--- src/rtl/fifo_ctl_if.sv ---
// Control/status bundle between fifo_ctl (slave) and its producer/consumer side (master).
// AFULLO is present only when FIFO_CTL_AFULL_EN is defined.
interface fifo_ctl_if #(
  parameter int DEPTH = 4,
  parameter int CNTW  = 3
);
  logic             PUSHI;
  logic             POPI;
  logic             FLUSHI;
  logic             DRAINI;
  logic [DEPTH-1:0] CTLHITI;
  logic [DEPTH-1:0] VALIDO;
  logic             SHIFTO;
  logic             PUSHACKO;
  logic             FULLO;
  logic             EMPTYO;
  logic [CNTW-1:0]  COUNTO;
  logic             HITO;
  logic             DRAINDONEO;
`ifdef FIFO_CTL_AFULL_EN
  logic             AFULLO;
`endif

  modport master (
`ifdef FIFO_CTL_AFULL_EN
    input  AFULLO,
`endif
    output PUSHI, POPI, FLUSHI, DRAINI, CTLHITI,
    input  VALIDO, SHIFTO, PUSHACKO, FULLO, EMPTYO, COUNTO, HITO, DRAINDONEO
  );

  modport slave (
`ifdef FIFO_CTL_AFULL_EN
    output AFULLO,
`endif
    input  PUSHI, POPI, FLUSHI, DRAINI, CTLHITI,
    output VALIDO, SHIFTO, PUSHACKO, FULLO, EMPTYO, COUNTO, HITO, DRAINDONEO
  );
endinterface

--- src/rtl/fifo_ctl.sv ---
// Occupancy/valid control for a shift-register FIFO datapath, with drain handshake.
// Optional registered almost-full output AFULLO when FIFO_CTL_AFULL_EN is defined.
module fifo_ctl #(
  parameter int DEPTH = 4,
  parameter int CNTW  = 3
) (
  input logic       CLOCKI,
  input logic       RESETI,
  fifo_ctl_if.slave bus
);

  typedef enum logic {
    NORMAL = 1'b0,
    DRAIN  = 1'b1
  } state_t;

  state_t           state;
  state_t           state_next;
  logic [DEPTH-1:0] valid;
  logic [DEPTH-1:0] valid_next;
  logic [CNTW-1:0]  count;
  logic [CNTW-1:0]  count_next;
  logic             full;
  logic             empty;
  logic             shift;
  logic             push_ok;
  logic             drain_done;
`ifdef FIFO_CTL_AFULL_EN
  logic             afull;
`endif

  // A full FIFO rejects pushes even when a pop frees the head this cycle.
  assign shift   = bus.POPI & valid[0];
  assign push_ok = bus.PUSHI & ~full & ~bus.FLUSHI & (state == NORMAL);

  always_comb begin
    valid_next = valid;
    count_next = count;
    if (bus.FLUSHI) begin
      valid_next = '0;
      count_next = '0;
    end else if (push_ok && !shift) begin
      valid_next = {valid[DEPTH-2:0], 1'b1};
      count_next = count + CNTW'(1);
    end else if (shift && !push_ok) begin
      valid_next = valid >> 1;
      count_next = count - CNTW'(1);
    end
  end

  // Drain completes the first cycle the registered count is zero; reset suppresses the pulse.
  always_comb begin
    state_next = state;
    drain_done = 1'b0;
    case (state)
      NORMAL: begin
        if (bus.DRAINI) begin
          state_next = DRAIN;
        end
      end
      DRAIN: begin
        if (count == '0) begin
          state_next = NORMAL;
          drain_done = ~RESETI;
        end
      end
      default: state_next = NORMAL;
    endcase
  end

  always_ff @(posedge CLOCKI) begin
    if (RESETI) begin
      state <= NORMAL;
      valid <= '0;
      count <= '0;
      full  <= 1'b0;
      empty <= 1'b1;
`ifdef FIFO_CTL_AFULL_EN
      afull <= 1'b0;
`endif
    end else begin
      state <= state_next;
      valid <= valid_next;
      count <= count_next;
      full  <= (count_next == CNTW'(DEPTH));
      empty <= (count_next == '0);
`ifdef FIFO_CTL_AFULL_EN
      afull <= (count_next >= CNTW'(DEPTH - 1));
`endif
    end
  end

  assign bus.VALIDO     = valid;
  assign bus.SHIFTO     = shift;
  assign bus.PUSHACKO   = push_ok;
  assign bus.FULLO      = full;
  assign bus.EMPTYO     = empty;
  assign bus.COUNTO     = count;
  assign bus.HITO       = |(bus.CTLHITI & valid);
  assign bus.DRAINDONEO = drain_done;
`ifdef FIFO_CTL_AFULL_EN
  assign bus.AFULLO     = afull;
`endif

endmodule

--- src/flat_wrapper.sv ---
// flat-port wrapper written by rule: the top's interface ports become plain ports
module fifo_ctl_flat 
#(
  parameter int DEPTH = 4,
  parameter int CNTW  = 3
)
  (CLOCKI, RESETI, bus_PUSHI, bus_POPI, bus_FLUSHI, bus_DRAINI, bus_CTLHITI, bus_VALIDO, bus_SHIFTO, bus_PUSHACKO, bus_FULLO, bus_EMPTYO, bus_COUNTO, bus_HITO, bus_DRAINDONEO);
  fifo_ctl_if #(.DEPTH(DEPTH), .CNTW(CNTW)) bus_i ();
  input logic CLOCKI;
  input logic RESETI;
  input wire logic [$bits(bus_i.PUSHI)-1:0] bus_PUSHI;
  input wire logic [$bits(bus_i.POPI)-1:0] bus_POPI;
  input wire logic [$bits(bus_i.FLUSHI)-1:0] bus_FLUSHI;
  input wire logic [$bits(bus_i.DRAINI)-1:0] bus_DRAINI;
  input wire logic [$bits(bus_i.CTLHITI)-1:0] bus_CTLHITI;
  output wire logic [$bits(bus_i.VALIDO)-1:0] bus_VALIDO;
  output wire logic [$bits(bus_i.SHIFTO)-1:0] bus_SHIFTO;
  output wire logic [$bits(bus_i.PUSHACKO)-1:0] bus_PUSHACKO;
  output wire logic [$bits(bus_i.FULLO)-1:0] bus_FULLO;
  output wire logic [$bits(bus_i.EMPTYO)-1:0] bus_EMPTYO;
  output wire logic [$bits(bus_i.COUNTO)-1:0] bus_COUNTO;
  output wire logic [$bits(bus_i.HITO)-1:0] bus_HITO;
  output wire logic [$bits(bus_i.DRAINDONEO)-1:0] bus_DRAINDONEO;
  assign bus_i.PUSHI = bus_PUSHI;
  assign bus_i.POPI = bus_POPI;
  assign bus_i.FLUSHI = bus_FLUSHI;
  assign bus_i.DRAINI = bus_DRAINI;
  assign bus_i.CTLHITI = bus_CTLHITI;
  assign bus_VALIDO = bus_i.VALIDO;
  assign bus_SHIFTO = bus_i.SHIFTO;
  assign bus_PUSHACKO = bus_i.PUSHACKO;
  assign bus_FULLO = bus_i.FULLO;
  assign bus_EMPTYO = bus_i.EMPTYO;
  assign bus_COUNTO = bus_i.COUNTO;
  assign bus_HITO = bus_i.HITO;
  assign bus_DRAINDONEO = bus_i.DRAINDONEO;
  fifo_ctl #(.DEPTH(DEPTH), .CNTW(CNTW)) u_core (.CLOCKI(CLOCKI), .RESETI(RESETI), .bus(bus_i));
endmodule
--- config.mk ---
export PLATFORM = sky130hd
export DESIGN_NAME = fifo_ctl_flat
export DESIGN_NICKNAME = d
export VERILOG_FILES = /design/src/rtl/fifo_ctl_if.sv /design/src/rtl/fifo_ctl.sv /design/src/flat_wrapper.sv
export SDC_FILE = /design/constraint.sdc
export NUM_CORES = 1
export LEC_CHECK = 0
export CAP_MARGIN = 0
export CELL_PAD_IN_SITES_DETAIL_PLACEMENT = 1
export CELL_PAD_IN_SITES_GLOBAL_PLACEMENT = 1
export CORE_ASPECT_RATIO = 1.4
export CORE_MARGIN = 2
export CORE_UTILIZATION = 30
export CTS_CLUSTER_DIAMETER = 120
export CTS_CLUSTER_SIZE = 25
export DETAILED_ROUTE_END_ITERATION = 10
export PLACE_DENSITY_LB_ADDON = 0.2
export RECOVER_POWER = 50
export SYNTH_ARGS = -nofsm -noshare
export SYNTH_HDL_FRONTEND = slang
export SYNTH_SLANG_ARGS = --single-unit
--- constraint.sdc ---
create_clock -name CLOCKI -period 2.6 [get_ports CLOCKI]
set_clock_uncertainty 0.2 [all_clocks]
set_input_delay 0.39 -clock CLOCKI [delete_from_list [all_inputs] [get_ports CLOCKI]]
set_output_delay 0.39 -clock CLOCKI [all_outputs]
set_load 0.02 [all_outputs]
==> run_results.csv <==
group,metric,value,unit
timing,maxSlewViolCount,0,
run,drv_cap,0,
timing,finalHoldViolCount,0,
final_layout,antenna_cells,0,
floorplan,initial_utilization,32.6,%
drt,vias_per_cell,5.08,
global_route,antenna_found_initial,0,
floorplan,ios,23,
timing,fin_crit,2420,ps
global_route,grt_pass1_vias,609,
critical_path,cp-startpoint,"bus_FLUSHI",
global_route,grt_busiest_layer,"met2",
final_layout,mostFrequentLayoutCells,"12 x clkdlybuf4s50_1, 10 x dfxtp_1, 9 x dlygate4sd3_1",
power,p_leak,0.394,nW
yosys,synth_enable_flop_cells,0,
floorplan,die_y,56.3,um
yosys,yosysSeqAreaShare,34.1,%
clock_tree,clock_latency,270,ps
critical_path,cp_slowest_cell,"or4b_1",
clock_tree,numCtsBuffers,3,
critical_path,crit_arrival,2420,ps
global_route,overflow,0,
clock_tree,cts.sinks,10,
timing,setup_tns,0,ps
drt,vias,564,
final_layout,design_area,878,um^2
yosys,avgSynthCellArea,9.31,um^2
placed_design,placedCellCount,108,
global_route,grt_max_degree,12,
global_route,met3_usage,3.56,%
clock_tree,clockBufferDepth,2,
power,seqPwrFrac,47.6,%
drt,post-route-drc-count,0,
clock_tree,clkTransAtPathRegs,60,ps
yosys,ys_ff_latch,10,
final_layout,stdcell_count,111,
floorplan,chipWidth,41.4,um
critical_path,cp-endpoint,"u_core.bus.FULLO",
drt,wl_per_cell,14.3,um
global_route,gr-usage-all-layers,17.0,%
clock_tree,cts_tree,"done",
outcome,status,"finished, final reports clean",
power,ir_worst_vdd,0.000182,V
power,p_sw_share,26.7,%
placed_design,postPlaceCellArea,857,um^2
drt,postRouteAntennaNets,0,
clock_tree,cts_setup_buffers,0,
power,power_frac_comb,20.0,%
yosys,syn-instance-count,63,
global_route,grt_use_met2,28.1,%
critical_path,cp_max_fo,11,
clock_tree,htreeDepth,1,
global_route,use_met1,18.5,%
timing,fin_crit_sh,93.0,%
final_layout,nets,108,
power,p_switching,0.0902,mW
critical_path,startpoint_type,"primary input",
critical_path,required,2600,ps
critical_path,worst_setup_path_end_kind,"register",
min_path,hold_path.class,"reg -> reg",
timing,rsz0062_at_grt,"no",
final_layout,layout_commonest_cell,"clkdlybuf4s50_1",
floorplan,fp.coreArea,0.00180,mm^2
critical_path,worst_path_largest_cell_delay,520,ps
floorplan,row_count,18,
drt,drt_first_pass_iters,2,
timing,max-slew-margin-rel,63.6,%
final_layout,syn_to_final_growth,49.7,%
final_layout,drive_above_1_share,13.2,%
timing,worstMarginPinSlew,546,ps
final_layout,num-fill-cells,218,
yosys,synth_cell_types,28,
power,clkPwrFrac,32.4,%
critical_path,reg2reg_depth,7,
placed_design,routabilityCongestion,0.750,
floorplan,die_area,0.00233,mm^2
power,p_per_area,385,mW/mm^2
drt,drt_wl_total,1.59,mm
placed_design,hpwlAfterDp,1.25,mm
timing,whs,299,ps
critical_path,r2r_slack,330,ps
yosys,syn_nets,78,
final_layout,register_area,200,um^2
placed_design,io_buffers,22,
yosys,synthFlopType,"dfxtp_1",
yosys,yosysWarnings,0,
timing,setup_viol,0,
drt,drt_iter0_drc,2,
critical_path,timing.rr.start,"u_core.state",
global_route,grt_pass1_wl,2.69,mm
critical_path,crit_chain,"clkdlybuf4s50_1, or4b_1, inv_2, ha_1, buf_4, and4b_1, a2111oi_4, nor2b_1",
yosys,syn_area,587,um^2
timing,max_freq,0.414,GHz
power,p_int,0.248,mW
final_layout,multi_input_area,352,um^2
yosys,synthArstFlopShare,0,%
clock_tree,clock-root-buffer,"clkbuf_4",
critical_path,crit_type,"in -> reg",
critical_path,rr_endpoint,"u_core.bus.FULLO",
[through the flow]
stage / setup slack, ps / power (mW) / util [%]
floorplan: 350 / 0.199 / -
global placement: -98.0 / 0.233 / 47.6
detailed placement: -95.9 / 0.234 / 47.6
CTS: 170 / 0.347 / 48.8
global route: 70.8 / 0.358 / 48.8
finish: 182 / 0.338 / 48.8
[state kept, by name (all words and copies together) (netlist names)]
signal	count
u_core.bus.COUNTO	3
u_core.bus.EMPTYO	1
u_core.bus.FULLO	1
u_core.bus.VALIDO	4
u_core.state	1
[layer usage]
layer / up-vias / wire length (um)
li1: 280 / -
met1: 259 / 656
met2: 20 / 803
met3: 5 / 84
met4: 0 / 42
met5: - / 0
[power by group through the flow]
stage          registers, mW  logic, mW  clock network, mW
2_1_floorplan          0.166     0.0328                  0
3_3_place_gp           0.164     0.0683                  0
3_5_place_dp           0.165     0.0694                  0
4_1_cts                0.161     0.0693              0.117
5_1_grt                0.162     0.0744              0.123
6_report               0.161     0.0677              0.110
[cell families after synthesis]
logic type / after synthesis / synth area share (%)
flip-flops: 10 / 34.1
XOR/XNOR: 1 / 1.49
AO/OA/AOI/OAI: 10 / 13.9
multiplexers: 4 / 7.25
buffers and inverters: 8 / 5.97
AND/OR/NAND/NOR: 25 / 26.7
adder cells (fa/ha/maj): 5 / 10.7
[synth_stat cells, drive strengths merged, types with 3 or more instances]
library cell	instances	area (um^2)
a21oi	4	20.0
dfxtp	10	200
ha	5	62.6
inv	6	22.5
nand2	3	11.3
nor2	6	22.5
nor2b	3	18.8
[how the worst min path moves through the flow]
stage | endpoint | slack (ps) | cells after the start | from
after floorplan | u_core.state | 250 | 1 | u_core.state
after global placement | u_core.bus.VALIDO[3] | 280 | 2 | u_core.bus.VALIDO[3]
after detailed placement | u_core.bus.VALIDO[3] | 290 | 2 | u_core.bus.VALIDO[3]
after CTS | u_core.bus.VALIDO[3] | 310 | 2 | u_core.bus.VALIDO[3]
after global routing | u_core.state | 360 | 1 | u_core.state
final | u_core.bus.VALIDO[3] | 300 | 2 | u_core.bus.VALIDO[3]
[critical path, delay by kind of cell]
family | cells | cell delay (ps)
adders and majority gates | 1 | 140
and+or+nand+nor | 3 | 920
buffers and inverters | 3 | 660
AOI/OAI and AO/OA | 1 | 300
[cell type report]
| cell class | count | share of cell area (%) |
|---|---|---|
| Sequential cell | 10 | 22.8 |
| Multi-Input combinational cell | 45 | 40.0 |
| Clock buffer | 3 | 2.56 |
| Tap cell | 20 | 2.85 |
| Timing Repair Buffer | 27 | 29.2 |
| Inverter | 6 | 2.56 |
[what timing repair did]
| action | CTS | global route |
|---|---|---|
| gates resized for setup | 1 | 0 |
| hold buffers | 0 | 0 |
| setup endpoints to repair | 1 | 0 |
(Power assumes the default switching activity.)
